[src/rtl/lexer_pkg.sv]
// Shared key codes, lexer token values and sequencer FSM encoding for the lexer front end.
package lexer_pkg;

  localparam int unsigned LINE_MAX = 32;

  // Character codes: lowercase a..z = 1..26, uppercase A..Z = 27..52, then punctuation.
  localparam logic [7:0] CODE_A_LO    = 8'd1;
  localparam logic [7:0] CODE_Z_LO    = 8'd26;
  localparam logic [7:0] CODE_A_UP    = 8'd27;
  localparam logic [7:0] CODE_Z_UP    = 8'd52;
  localparam logic [7:0] CODE_DOLLAR  = 8'd53;
  localparam logic [7:0] CODE_LBRACE  = 8'd54;
  localparam logic [7:0] CODE_RBRACE  = 8'd55;
  localparam logic [7:0] CODE_EQ      = 8'd56;
  localparam logic [7:0] CODE_LAMBDA  = 8'd57;
  localparam logic [7:0] CODE_DOT     = 8'd58;
  localparam logic [7:0] CODE_LPAREN  = 8'd59;
  localparam logic [7:0] CODE_RPAREN  = 8'd60;
  localparam logic [7:0] CODE_END     = 8'd61;
  localparam logic [7:0] CODE_BKSP    = 8'd65;
  localparam logic [7:0] CODE_ENTER   = 8'd66;
  localparam logic [7:0] CODE_UP      = 8'd67;
  localparam logic [7:0] CODE_DOWN    = 8'd68;

  localparam logic [7:0] CODE_CHAR_MIN = CODE_A_LO;
  localparam logic [7:0] CODE_CHAR_MAX = CODE_RPAREN;

  // Values presented on lex_data
  localparam logic [7:0] TOK_NONE = 8'd0;
  localparam logic [7:0] TOK_END  = CODE_END;

  typedef enum logic [1:0] {
    ST_IDLE  = 2'd0,
    ST_CLEAR = 2'd1,
    ST_FEED  = 2'd2,
    ST_TERM  = 2'd3
  } lex_state_t;

  function automatic logic is_char_code(input logic [7:0] code);
    return (code >= CODE_CHAR_MIN) && (code <= CODE_CHAR_MAX);
  endfunction

endpackage

[src/rtl/lexer_sequencer_line_buffer.sv]
// 32x6 edit-line register file: one synchronous write port, one asynchronous read port.
// With LEXER_SEQUENCER_HISTORY_EN defined it also has a whole-line load and snapshot port.
module line_buffer
  import lexer_pkg::*;
(
  input  logic                  clk_25mhz,
  input  logic                  we,
  input  logic [4:0]            waddr,
  input  logic [5:0]            wdata,
  input  logic [4:0]            raddr,
  output logic [5:0]            rdata
`ifdef LEXER_SEQUENCER_HISTORY_EN
  ,
  input  logic                  load_en,
  input  logic [LINE_MAX-1:0][5:0] load_data,
  output logic [LINE_MAX-1:0][5:0] dump_data
`endif
);

  logic [LINE_MAX-1:0][5:0] mem;

`ifdef LEXER_SEQUENCER_HISTORY_EN
  always_ff @(posedge clk_25mhz) begin
    if (load_en) begin
      mem <= load_data;
    end else if (we) begin
      mem[waddr] <= wdata;
    end
  end

  assign dump_data = mem;
`else
  always_ff @(posedge clk_25mhz) begin
    if (we) begin
      mem[waddr] <= wdata;
    end
  end
`endif

  assign rdata = mem[raddr];

endmodule

[src/rtl/lexer_sequencer.sv]
// Line editor and lexer feed sequencer: collects key codes into a line, then streams it to the lexer.
// Optional line history is enabled by defining LEXER_SEQUENCER_HISTORY_EN.
module lexer_sequencer
  import lexer_pkg::*;
(
  input  logic       clk_25mhz,
  input  logic       reset_n,
  input  logic       key_valid,
  input  logic [7:0] key_code,
  input  logic       step_req,
  input  logic [7:0] step_val,
  output logic       step_ack,
  output logic       lex_reset,
  output logic       lex_io,
  output logic [7:0] lex_data,
  output logic [7:0] lex_step,
  output logic [5:0] line_len,
  output logic       busy,
  output logic       overflow
);

  lex_state_t state_q, state_d;
  logic [4:0] idx_q, idx_d;
  logic [5:0] len_q, len_d;
  logic       ovf_q, ovf_d;

  logic       step_ack_d, lex_reset_d, lex_io_d;
  logic [7:0] lex_data_d, lex_step_d;

  logic       buf_we;
  logic [5:0] buf_rdata;
  logic       grant;

`ifdef LEXER_SEQUENCER_HISTORY_EN
  logic [LINE_MAX-1:0][5:0] hist_q;
  logic [LINE_MAX-1:0][5:0] line_snapshot;
  logic [5:0]               hist_len_q;
  logic                     hist_we;
  logic                     hist_load;
`endif

  line_buffer u_line_buffer (
    .clk_25mhz (clk_25mhz),
    .we        (buf_we),
    .waddr     (len_q[4:0]),
    .wdata     (key_code[5:0]),
    .raddr     (idx_q),
    .rdata     (buf_rdata)
`ifdef LEXER_SEQUENCER_HISTORY_EN
    ,
    .load_en   (hist_load),
    .load_data (hist_q),
    .dump_data (line_snapshot)
`endif
  );

  assign grant = step_req && (state_q != ST_CLEAR);

  always_comb begin
    state_d     = state_q;
    idx_d       = idx_q;
    len_d       = len_q;
    ovf_d       = ovf_q;
    buf_we      = 1'b0;
    step_ack_d  = 1'b0;
    lex_reset_d = 1'b0;
    lex_io_d    = 1'b0;
    lex_data_d  = TOK_NONE;
    lex_step_d  = 8'd0;
`ifdef LEXER_SEQUENCER_HISTORY_EN
    hist_we     = 1'b0;
    hist_load   = 1'b0;
`endif

    if (grant) begin
      step_ack_d = 1'b1;
      lex_io_d   = 1'b1;
      lex_step_d = step_val;
    end

    case (state_q)
      // Line editing in IDLE runs independently of step grants; only FEED/TERM stall.
      ST_IDLE: begin
        if (key_valid) begin
          if (is_char_code(key_code)) begin
            if (len_q < 6'(LINE_MAX)) begin
              buf_we = 1'b1;
              len_d  = len_q + 6'd1;
            end else begin
              ovf_d = 1'b1;
            end
          end else if (key_code == CODE_BKSP) begin
            if (len_q != 6'd0) begin
              len_d = len_q - 6'd1;
            end
          end else if (key_code == CODE_ENTER) begin
            state_d = ST_CLEAR;
`ifdef LEXER_SEQUENCER_HISTORY_EN
            hist_we = 1'b1;
          end else if (key_code == CODE_UP) begin
            hist_load = 1'b1;
            len_d     = hist_len_q;
          end else if (key_code == CODE_DOWN) begin
            len_d = 6'd0;
`endif
          end
        end
      end

      ST_CLEAR: begin
        lex_reset_d = 1'b1;
        idx_d       = 5'd0;
        state_d     = (len_q == 6'd0) ? ST_TERM : ST_FEED;
      end

      ST_FEED: begin
        if (!grant) begin
          lex_data_d = {2'b00, buf_rdata};
          if ({1'b0, idx_q} == len_q - 6'd1) begin
            state_d = ST_TERM;
          end else begin
            idx_d = idx_q + 5'd1;
          end
        end
      end

      ST_TERM: begin
        if (!grant) begin
          lex_data_d = TOK_END;
          len_d      = 6'd0;
          state_d    = ST_IDLE;
        end
      end

      default: state_d = ST_IDLE;
    endcase
  end

  always_ff @(posedge clk_25mhz or negedge reset_n) begin
    if (!reset_n) begin
      state_q   <= ST_IDLE;
      idx_q     <= '0;
      len_q     <= '0;
      ovf_q     <= 1'b0;
      step_ack  <= 1'b0;
      lex_reset <= 1'b0;
      lex_io    <= 1'b0;
      lex_data  <= '0;
      lex_step  <= '0;
    end else begin
      state_q   <= state_d;
      idx_q     <= idx_d;
      len_q     <= len_d;
      ovf_q     <= ovf_d;
      step_ack  <= step_ack_d;
      lex_reset <= lex_reset_d;
      lex_io    <= lex_io_d;
      lex_data  <= lex_data_d;
      lex_step  <= lex_step_d;
    end
  end

`ifdef LEXER_SEQUENCER_HISTORY_EN
  always_ff @(posedge clk_25mhz or negedge reset_n) begin
    if (!reset_n) begin
      hist_len_q <= '0;
    end else if (hist_we) begin
      hist_len_q <= len_q;
    end
  end

  always_ff @(posedge clk_25mhz) begin
    if (hist_we) begin
      hist_q <= line_snapshot;
    end
  end
`endif

  assign line_len = len_q;
  assign overflow = ovf_q;
  assign busy     = (state_q != ST_IDLE);

endmodule

[config.mk]
export PLATFORM = sky130hd
export DESIGN_NAME = lexer_sequencer
export DESIGN_NICKNAME = d
export VERILOG_FILES = /design/src/rtl/lexer_pkg.sv /design/src/rtl/lexer_sequencer_line_buffer.sv /design/src/rtl/lexer_sequencer.sv
export SDC_FILE = /design/constraint.sdc
export NUM_CORES = 1
export LEC_CHECK = 0
export ABC_AREA = 1
export BUFFER_PORTS_ARGS = -buffer_cell sky130_fd_sc_hd__buf_2
export CORE_MARGIN = 8
export CORE_UTILIZATION = 30
export CTS_BUF_LIST = sky130_fd_sc_hd__clkbuf_16
export CTS_CLUSTER_DIAMETER = 30
export DETAILED_ROUTE_END_ITERATION = 10
export MAX_ROUTING_LAYER = met4
export PLACE_DENSITY = 0.47
export RECOVER_POWER = 100
export SYNTH_ARGS = -nofsm -noshare
export SYNTH_HDL_FRONTEND = slang
export SYNTH_HIERARCHICAL = 1
export SYNTH_SLANG_ARGS = --single-unit
[constraint.sdc]
create_clock -name clk_25mhz -period 2.2 [get_ports clk_25mhz]
set_clock_uncertainty 0.15 [all_clocks]
set_input_delay 0.44 -clock clk_25mhz [delete_from_list [all_inputs] [get_ports clk_25mhz]]
set_output_delay 0.44 -clock clk_25mhz [all_outputs]
set_load 0.02 [all_outputs]
==> impl_metrics.py, run 1 <==
metrics = {
    "clock_network": {
        "clk_path_buf_depth": 3,
        "clkLatencyLatePin_ns": 0.56,
        "clock-sinks": 222,
        "cts_tree": "done",
        "clkTransAtPathRegs_ns": 0.04,
        "numCtsBuffers": 53,
        "cts-root-buf": "clkbuf_16",
        "htree_num_levels": 2,
    },
    "pwr": {
        "clockPowerShare_pct": 44.0,
        "combinationalPowerShare_pct": 26.9,
        "p_total_mw": 17.3,
        "ir_drop_v": 0.000677,
        "p_int_mw": 11.5,
        "switching_share_pct": 33.9,
        "power_switching_mw": 5.88,
        "p_leak_nw": 5.16,
        "share_seq_of_total_power_pct": 29.1,
        "power_density_nw_per_um2": 1350,
    },
    "yosys": {
        "synth_cell_types": 34,
        "ys_warn_count": 6,
        "synth_edf_count": 192,
        "syn_avg_cell_area_um2": 10.5,
        "ys_ff_latch": 222,
        "synth_cells": 928,
        "syn_area_um2": 9730,
        "seq_area_frac_synth_pct": 67.0,
        "dominantRegCellSynth": "edfxtp_1",
        "synthArstFlopShare_pct": 13.5,
    },
    "finish": {
        "nFillCells": 3172,
        "n_antenna_cell": 0,
        "utilization_pct": 39.7,
        "final_cell_mix": "nand2_1, edfxtp_1, nand3_1",
        "layout-drive-gt1-share_pct": 21.1,
        "final_common_cell": "nand2_1",
        "area_growth_pct": 31.6,
        "nets": 1097,
    },
    "route": {
        "routed_wl_um": 27800,
        "drtIter0Drc": 528,
        "vias_per_cell": 4.54,
        "firstDrtPassIters": 5,
        "drc": 0,
        "wl_per_cell_um": 18.3,
        "vias": 6917,
        "ant_nets": 0,
    },
    "critical_path": {
        "critPathKind": "reg -> out",
        "cp.required_ns": 1.61,
        "crit_path_end_kind": "primary output",
        "cp-start-kind": "flop",
        "arrival_ns": 1.55,
        "path_max_fanout": 4,
    },
    "timing": {
        "finalSetupViolations": 0,
        "fin_crit_sh_pct": 97.3,
        "grt_setup_unrepaired": "yes",
        "worstMarginPinSlew_ns": 1.26,
        "holdWs_ns": 0.112,
        "fmax_ghz": 0.467,
        "hold_viol_final": 0,
        "slew_headroom_pct": 15.8,
        "slew_viol_final": 0,
        "fin_crit_ns": 2.14,
        "finalSetupTns_ns": 0,
    },
    "die": {
        "start_util_pct": 30.2,
        "num_io_pins": 47,
        "die_area_um2": 38400,
        "std_cell_rows": 66,
        "die_w_um": 196,
        "die_height_um": 196,
        "fp.coreArea_um2": 32200,
    },
    "grt": {
        "grt_max_degree": 62,
        "grt_pass1_vias": 7210,
        "overflow": 0,
        "antenna_found_initial": 1,
        "grt_use_total_pct": 14.7,
        "grt_pass1_wl_um": 42200,
    },
    "placed_design": {
        "hpwl_um": 17800,
        "io_buffers": 44,
        "place.gp.congestion": 0.849,
    },
    "status": {
        "status": "finished clean",
    },
    "job": {
        "drv_cap": 0,
    },
    "hold_path": {
        "hold_path_class": "in -> reg",
    },
}
==> critical path: stages, from the launching register on <==
cell and delay (ns):
dfrtp_1 0.38, inv_2 0.08, ha_2 0.17, inv_1 0.06, buf_4 0.16, buf_4 0.16
==> state kept, by name, indices dropped and copies added (netlist names) <==
name,flops
idx_q,5
lex_data,6
lex_io,1
lex_reset,1
lex_step,8
line_len,6
overflow,1
state_q,2
u_line_buffer/mem,192
==> per-layer routing <==
layer	vias to the layer above	GRT usage (%)	share of wire, %
met5	-	-	0
met3	38	2.48	4.3
met2	148	23.4	47
met1	3278	18.9	47
li1	3453	-	-
met4	0	4.97	2.0
==> cell type report <==
class	count	area, um^2	share of cell area [%]
clock buffer	53	1330	10.4
clock inverter	46	474	3.70
sequential	222	6520	50.9
tap	408	510	3.99
timing repair buffer	131	986	7.70
inverter	46	175	1.37
multi-input combinational	616	2810	21.9
==> cells in the mapped netlist (all sizes together), types with 5 or more instances <==
| master | count | area [um^2] |
|---|---|---|
| o21ai | 14 | 77.6 |
| dfrtp | 30 | 751 |
| nand4 | 6 | 37.5 |
| nand3 | 171 | 871 |
| nor2 | 62 | 250 |
| buf | 38 | 268 |
| inv | 46 | 175 |
| xor2 | 5 | 43.8 |
| a21oi | 7 | 35.0 |
| ha | 7 | 87.6 |
| edfxtp | 192 | 5770 |
| clkbuf | 7 | 26.3 |
| nand2 | 332 | 1260 |
==> stage by stage <==
| stage | worst slack, ns | std cells | area, um^2 |
|---|---|---|---|
| floorplan | -0.138 | 929 | 9750 |
| global placement | -0.150 | 1412 | 10900 |
| detailed placement | -0.162 | 1412 | 10900 |
| CTS | 0.0254 | 1520 | 12800 |
| global route | -0.0380 | 1522 | 12800 |
| finish | 0.0586 | 1522 | 12800 |
==> path summary, 6_finish.rpt <==
kind | start | to | slack (ns) | cells after the start
min reg2reg | overflow$_DFFE_PN0P_ | overflow$_DFFE_PN0P_ | 0.36 | 1
max reg2reg | state_q[1]$_DFFE_PN0P_ | u_line_buffer/mem[65]$_DFFE_PP_ | 0.13 | 10
min | key_valid | overflow$_DFFE_PN0P_ | 0.11 | 2
max | state_q[1]$_DFFE_PN0P_ | busy | 0.06 | 5
max in group asynchronous | reset_n | idx_q[0]$_DFFE_PN0P_ | 0.44 | 2
min in group asynchronous | reset_n | lex_step[5]$_DFF_PN0_ | 0.56 | 2
==> power by group through the flow <==
stage                     clock (mW)  combinational [mW]  sequential, mW
after global placement             0                4.60            5.10
after global routing            7.98                5.18            5.06
after CTS                       7.77                4.60            5.03
final                           7.63                4.66            5.04
after detailed placement           0                4.56            5.10
after floorplan                    0                2.83            5.24
==> cell families (layout without fill, tap and decap cells) <==
group	count (synthesis)	count (layout)	share of synthesized area [%]
AND/OR/NAND/NOR	575	575	25.1
other	1	2	0.0385
buffers and inverters	91	276	4.82
flip-flops	222	222	67.0
adder cells (fa/ha/maj)	7	7	0.900
AO/OA/AOI/OAI	26	26	1.61
XOR/XNOR	6	6	0.540
==> what timing repair did <==
| action | in CTS | in global routing |
|---|---|---|
| endpoints found under the hold margin | 27 | 0 |
| gates cloned | 0 | 1 |
| hold buffers | 9 | 0 |
| gates resized for setup | 2 | 17 |
| endpoints found under the setup margin | 7 | 187 |
| buffers inserted | 0 | 1 |
| pin swaps | 0 | 1 |
Note: power is estimated with default switching activity, not from simulation.
==> inputs of run 2 (changes only) <==
SYNTH_HIERARCHICAL = unset   (was 1)
==> impl_metrics.py, run 2 <==
metrics = {
    "status": {
        "status": "finished clean",
    },
    "yosys": {
        "synthArstFlopShare_pct": 13.5,
        "synth_top_area_share_pct": 59.8,
        "ys_warn_count": 0,
        "ys_ff_latch": 222,
        "yosys.area.top_type": "edfxtp_1",
        "yosysMostFrequentCell": "edfxtp_1",
        "syn_avg_cell_area_um2": 11.2,
        "synth_cell_types": 40,
        "seq_area_frac_synth_pct": 67.6,
        "syn_area_um2": 9640,
        "synth_top_cells_by_count": "edfxtp_1, nor2_1, nand2_1, o21ai_0, nand3_1",
        "synth_edf_count": 192,
        "synth.area.top_cells": "edfxtp_1, dfrtp_1, nor2_1, o21ai_0, nand2_1",
        "synth_cells": 860,
        "dominantRegCellSynth": "edfxtp_1",
    },
    "route": {
        "ant_nets": 0,
        "drc": 0,
        "routed_wl_um": 27700,
        "vias_per_cell": 4.77,
        "wl_per_cell_um": 19.1,
        "drtIter0Drc": 559,
        "vias": 6924,
        "firstDrtPassIters": 4,
    },
    "critical_path": {
        "crit_path_end_kind": "primary output",
        "worst_path_max_delay_cell": "dfrtp_1",
        "crit_family": "buffers and inverters",
        "reg2regPathDepth": 9,
        "critPathKind": "reg -> out",
        "worst_path_largest_cell_delay_ns": 0.38,
        "crit_buf_inv": 4,
        "reg2reg_to": "u_line_buffer.mem[171]$_DFFE_PP_",
        "crit_path_frequent_cell": "inv_2",
        "cp.required_ns": 1.61,
        "ff2ff_setup_slack_ns": 0.13,
        "cp-start-kind": "flop",
        "r2r_start": "state_q[1]$_DFFE_PN0P_",
        "path_max_fanout": 4,
        "arrival_ns": 1.53,
        "path_cells": "inv_2 -> ha_4 -> inv_2 -> buf_4 -> buf_2",
    },
    "clock_network": {
        "cts-root-buf": "clkbuf_16",
        "clkLatencyLatePin_ns": 0.56,
        "clkTransAtPathRegs_ns": 0.04,
        "cts_tree": "done",
        "clock-sinks": 222,
        "numCtsBuffers": 53,
        "clk_path_buf_depth": 3,
        "htree_num_levels": 2,
    },
    "grt": {
        "grt_max_degree": 40,
        "antenna_found_initial": 0,
        "grt_pass1_wl_um": 42400,
        "grt_use_total_pct": 14.9,
        "grt_pass1_vias": 7164,
        "overflow": 0,
    },
    "finish": {
        "reg_top3": "u_line_buffer.mem (192), lex_step (8)",
        "area_growth_pct": 31.2,
        "final_cell_mix": "edfxtp_1, nor2_1, nand2_1",
        "nets": 1039,
        "layout-drive-gt1-share_pct": 19.7,
        "top_register": "u_line_buffer.mem",
        "n_antenna_cell": 0,
        "final_common_cell": "edfxtp_1",
        "largest_reg_flops": 192,
        "multi_input_area_um2": 2650,
        "fin_area_um2": 12600,
        "ff_latch_area_um2": 6520,
        "nFillCells": 3061,
    },
    "pwr": {
        "power_switching_mw": 5.65,
        "p_int_mw": 12.1,
        "combinationalPowerShare_pct": 24.7,
        "p_total_mw": 17.8,
        "ir_drop_v": 0.000710,
        "power_density_nw_per_um2": 1410,
        "clockPowerShare_pct": 47.2,
        "share_seq_of_total_power_pct": 28.2,
        "p_leak_nw": 4.85,
        "switching_share_pct": 31.8,
    },
    "timing": {
        "fmax_ghz": 0.473,
        "grt_setup_unrepaired": "no",
        "fin_crit_sh_pct": 96.2,
        "worstMarginPinSlew_ns": 1.37,
        "slew_viol_final": 0,
        "fin_crit_ns": 2.12,
        "hold_viol_final": 0,
        "slew_headroom_pct": 8.74,
        "finalSetupViolations": 0,
    },
    "placed_design": {
        "io_buffers": 44,
        "postPlaceCellArea_um2": 10800,
        "place.gp.congestion": 0.840,
        "hpwl_um": 18200,
    },
    "hold_path": {
        "hold_path_depth": 2,
        "hold_path_class": "in -> reg",
        "hold_end": "overflow$_DFFE_PN0P_",
        "hp-start": "key_valid",
    },
    "die": {
        "std_cell_rows": 65,
        "die_w_um": 195,
        "die_area_um2": 38100,
        "start_util_pct": 30.5,
        "num_io_pins": 47,
        "fp.coreArea_um2": 31600,
        "die_height_um": 195,
    },
    "job": {
        "drv_cap": 0,
    },
}
run 2: changes by cell type after synthesis, moves of 3 or more:
cell,delta
buf_2,+4
ha_1,+3
buf_6,-3
nor2_1,+106
nand2_1,-209
nand3_1,-114
o22ai_1,+14
a21oi_1,+8
o211ai_1,+21
nand2_4,+4
o21ai_0,+89
run 2: cell type report:
cell class                 instances  share of cell area [%]
clock inverter                    43                    4.88
sequential                       222                    51.6
tap                              402                    3.98
clock buffer                      53                    10.5
inverter                          47                    1.44
timing repair buffer             139                    6.69
multi-input combinational        546                    21.0
run 2: routing by layer:
metal,global-route usage (%),vias to the layer above,wire (um)
met5,-,-,0
met2,24.7,208,13600
met1,18.7,3355,12200
li1,-,3320,-
met4,3.93,0,437
met3,2.70,41,1470
run 2: power by group through the flow:
stage	Combinational (mW)	Clock, mW	Sequential [mW]
2_1_floorplan	2.66	0	5.21
3_5_place_dp	4.49	0	5.07
3_3_place_gp	4.51	0	5.07
5_1_grt	4.85	8.72	5.04
4_1_cts	4.55	8.47	5.00
6_report	4.38	8.38	5.01
run 2: timing repair:
action / 4_1_cts / 5_1_grt
cloned: 0 / 0
endpoints found under the hold margin: 38 / 0
setup endpoints to repair: 1 / 1
gates resized for setup: 5 / 1
hold buffers: 9 / 0
pin swaps: 0 / 0
setup buffers: 0 / 0
run 2: cells by family after synthesis:
logic type | after synthesis | synth area share [%]
buf+inv | 93 | 4.74
compound gates | 159 | 9.26
simple gates | 370 | 16.6
xor+xnor | 5 | 0.454
other cells | 1 | 0.0389
flops | 222 | 67.6
fa+ha+maj | 10 | 1.30
run 2: how the worst max path moves through the flow:
stage	cells past startpoint	from	slack [ns]	endpoint
6_report	5	state_q[1]$_DFFE_PN0P_	0.08	busy
5_1_grt	5	state_q[1]$_DFFE_PN0P_	0.006	busy
3_3_place_gp	10	key_code[1]	-0.08	u_line_buffer.mem[171]$_DFFE_PP_
4_1_cts	5	state_q[1]$_DFFE_PN0P_	0.06	busy
2_1_floorplan	8	key_code[0]	0.07	u_line_buffer.mem[10]$_DFFE_PP_
3_5_place_dp	10	key_code[1]	-0.09	u_line_buffer.mem[69]$_DFFE_PP_
run 2: stage by stage:
step | TNS (ns) | hold slack, ns | std cells | worst slack (ns) | util (%)
after global placement | -10.00 | 0.170 | 1347 | -0.0784 | 34.1
after global routing | 0 | 0.0955 | 1452 | 0.00614 | 40.0
after CTS | 0 | 0.0872 | 1452 | 0.0557 | 40.6
after detailed placement | -12.80 | 0.173 | 1347 | -0.0930 | 34.1
final | 0 | 0.0949 | 1452 | 0.0837 | 40.0
after floorplan | 0 | -0.00559 | 861 | 0.0713 | -
==> inputs of run 3 (changes only) <==
CORE_UTILIZATION = 45   (was 30)
PLACE_DENSITY = 0.65   (was 0.47)
==> impl_metrics.py, run 3 (same netlist as run 2, synthesis figures left out) <==
metrics = {
    "status": {
        "status": "finished clean",
    },
    "finish": {
        "reg_top3": "u_line_buffer.mem (192), lex_step (8)",
        "ff_latch_area_um2": 6520,
        "n_antenna_cell": 0,
        "nets": 987,
        "area_growth_pct": 22.8,
        "nFillCells": 1753,
        "largest_reg_flops": 192,
        "top_register": "u_line_buffer.mem",
        "instances_no_fill": 1261,
        "fin_area_um2": 11800,
        "final_common_cell": "edfxtp_1",
        "multi_input_area_um2": 2760,
        "layout-drive-gt1-share_pct": 21.6,
        "final_cell_mix": "edfxtp_1, nor2_1, nand2_1",
    },
    "clock_network": {
        "clock-sinks": 222,
        "htree_num_levels": 2,
        "cts_tree": "done",
        "clk_path_buf_depth": 3,
        "cts-root-buf": "clkbuf_16",
        "post-cts-setup-buffers": 0,
        "numCtsBuffers": 37,
        "clkLatencyLatePin_ns": 0.51,
        "clkTransAtPathRegs_ns": 0.05,
    },
    "timing": {
        "worstMarginPinSlew_ns": 0.913,
        "fin_crit_ns": 2.11,
        "finalSetupViolations": 0,
        "slew_viol_final": 0,
        "setup_ws_ns": 0.0851,
        "holdWs_ns": 0.102,
        "slew_headroom_pct": 39.1,
        "finalSetupTns_ns": 0,
        "fmax_ghz": 0.473,
        "fin_crit_sh_pct": 96.1,
        "grt_setup_unrepaired": "yes",
        "hold_viol_final": 0,
    },
    "placed_design": {
        "place.gp.congestion": 0.893,
        "postPlaceCellArea_um2": 10300,
        "place_inst": 1184,
        "hpwl_um": 15400,
        "io_buffers": 44,
        "preCtsSetupSlack_ns": -0.338,
    },
    "route": {
        "drtIter0Drc": 496,
        "routed_wl_um": 24500,
        "vias": 6861,
        "vias_per_cell": 5.44,
        "drc": 0,
        "wl_per_cell_um": 19.5,
        "firstDrtPassIters": 5,
        "ant_nets": 0,
    },
    "die": {
        "std_cell_rows": 53,
        "start_util_pct": 45.8,
        "num_io_pins": 47,
        "die_w_um": 162,
        "fp.coreArea_um2": 21000,
        "die_area_um2": 26400,
        "die_height_um": 162,
    },
    "critical_path": {
        "crit_path_end_kind": "flop",
        "path_max_fanout": 8,
        "critPathKind": "reg -> reg",
        "cp.required_ns": 2.23,
        "ff2ff_setup_slack_ns": 0.09,
        "arrival_ns": 2.14,
        "reg2regPathDepth": 8,
        "reg2reg_to": "u_line_buffer.mem[59]$_DFFE_PP_",
        "cp-start-kind": "flop",
        "r2r_start": "state_q[1]$_DFFE_PN0P_",
    },
    "pwr": {
        "p_leak_nw": 4.53,
        "power_density_nw_per_um2": 1300,
        "ir_drop_v": 0.000860,
    },
    "grt": {
        "grt_pass1_wl_um": 37700,
        "grt_max_degree": 62,
        "grt_use_total_pct": 19.2,
        "overflow": 0,
        "antenna_found_initial": 0,
        "grt_pass1_vias": 6816,
    },
    "job": {
        "drv_cap": 0,
    },
    "hold_path": {
        "hold_path_depth": 2,
        "hp-start": "key_valid",
        "hold_end": "overflow$_DFFE_PN0P_",
        "hold_path_class": "in -> reg",
    },
}
run 3: critical path, stage by stage (launching register included):
cell	delay [ns]
dfrtp_1	0.37
inv_1	0.09
ha_2	0.20
inv_2	0.06
nor2_4	0.13
nand2_4	0.08
nor2_8	0.16
nand2_4	0.21
nor2_2	0.32
run 3: what timing repair did:
action | in CTS | in global routing
setup endpoints to repair | 90 | 166
endpoints found under the hold margin | 38 | 0
gates resized for setup | 6 | 31
hold buffers | 9 | 0
run 3: metrics by stage:
| step | power (mW) | utilization [%] |
|---|---|---|
| 2_1_floorplan | 7.87 | - |
| 5_1_grt | 16.0 | 56.3 |
| 6_report | 15.4 | 56.3 |
| 3_5_place_dp | 9.30 | 49.2 |
| 3_3_place_gp | 9.27 | 49.2 |
| 4_1_cts | 15.3 | 56.0 |
run 3: final cells by class:
type                            count  area share (%)
Timing Repair Buffer              103            5.94
Sequential cell                   222            55.1
Multi-Input combinational cell    546            23.3
Clock inverter                     30            3.14
Tap cell                          275            2.91
Inverter                           47            1.53
Clock buffer                       38            8.04
run 3: power breakdown:
group          total (mW)  switching (mW)  leakage (nW)  internal, mW
registers            4.93           0.128          2.11          4.80
logic                4.42            2.97          1.78          1.45
clock network        6.00            2.08         0.642          3.93
run 3: routing by layer:
metal	GRT usage [%]	part of all wire [%]
met5	-	0
met4	9.22	3.6
met3	3.03	6.5
met2	30.9	49
met1	23.5	41
run 3: how the worst max path moves through the flow:
stage	start	endpoint	slack, ns	cells past startpoint
after floorplan	key_code[0]	u_line_buffer.mem[10]$_DFFE_PP_	0.07	8
after global placement	key_code[4]	u_line_buffer.mem[48]$_DFFE_PP_	-0.29	11
after detailed placement	key_code[4]	u_line_buffer.mem[176]$_DFFE_PP_	-0.34	11
after CTS	state_q[0]$_DFFE_PN0P_	u_line_buffer.mem[54]$_DFFE_PP_	-0.05	8
after global routing	state_q[1]$_DFFE_PN0P_	u_line_buffer.mem[176]$_DFFE_PP_	-0.03	8
final	state_q[1]$_DFFE_PN0P_	u_line_buffer.mem[59]$_DFFE_PP_	0.09	8
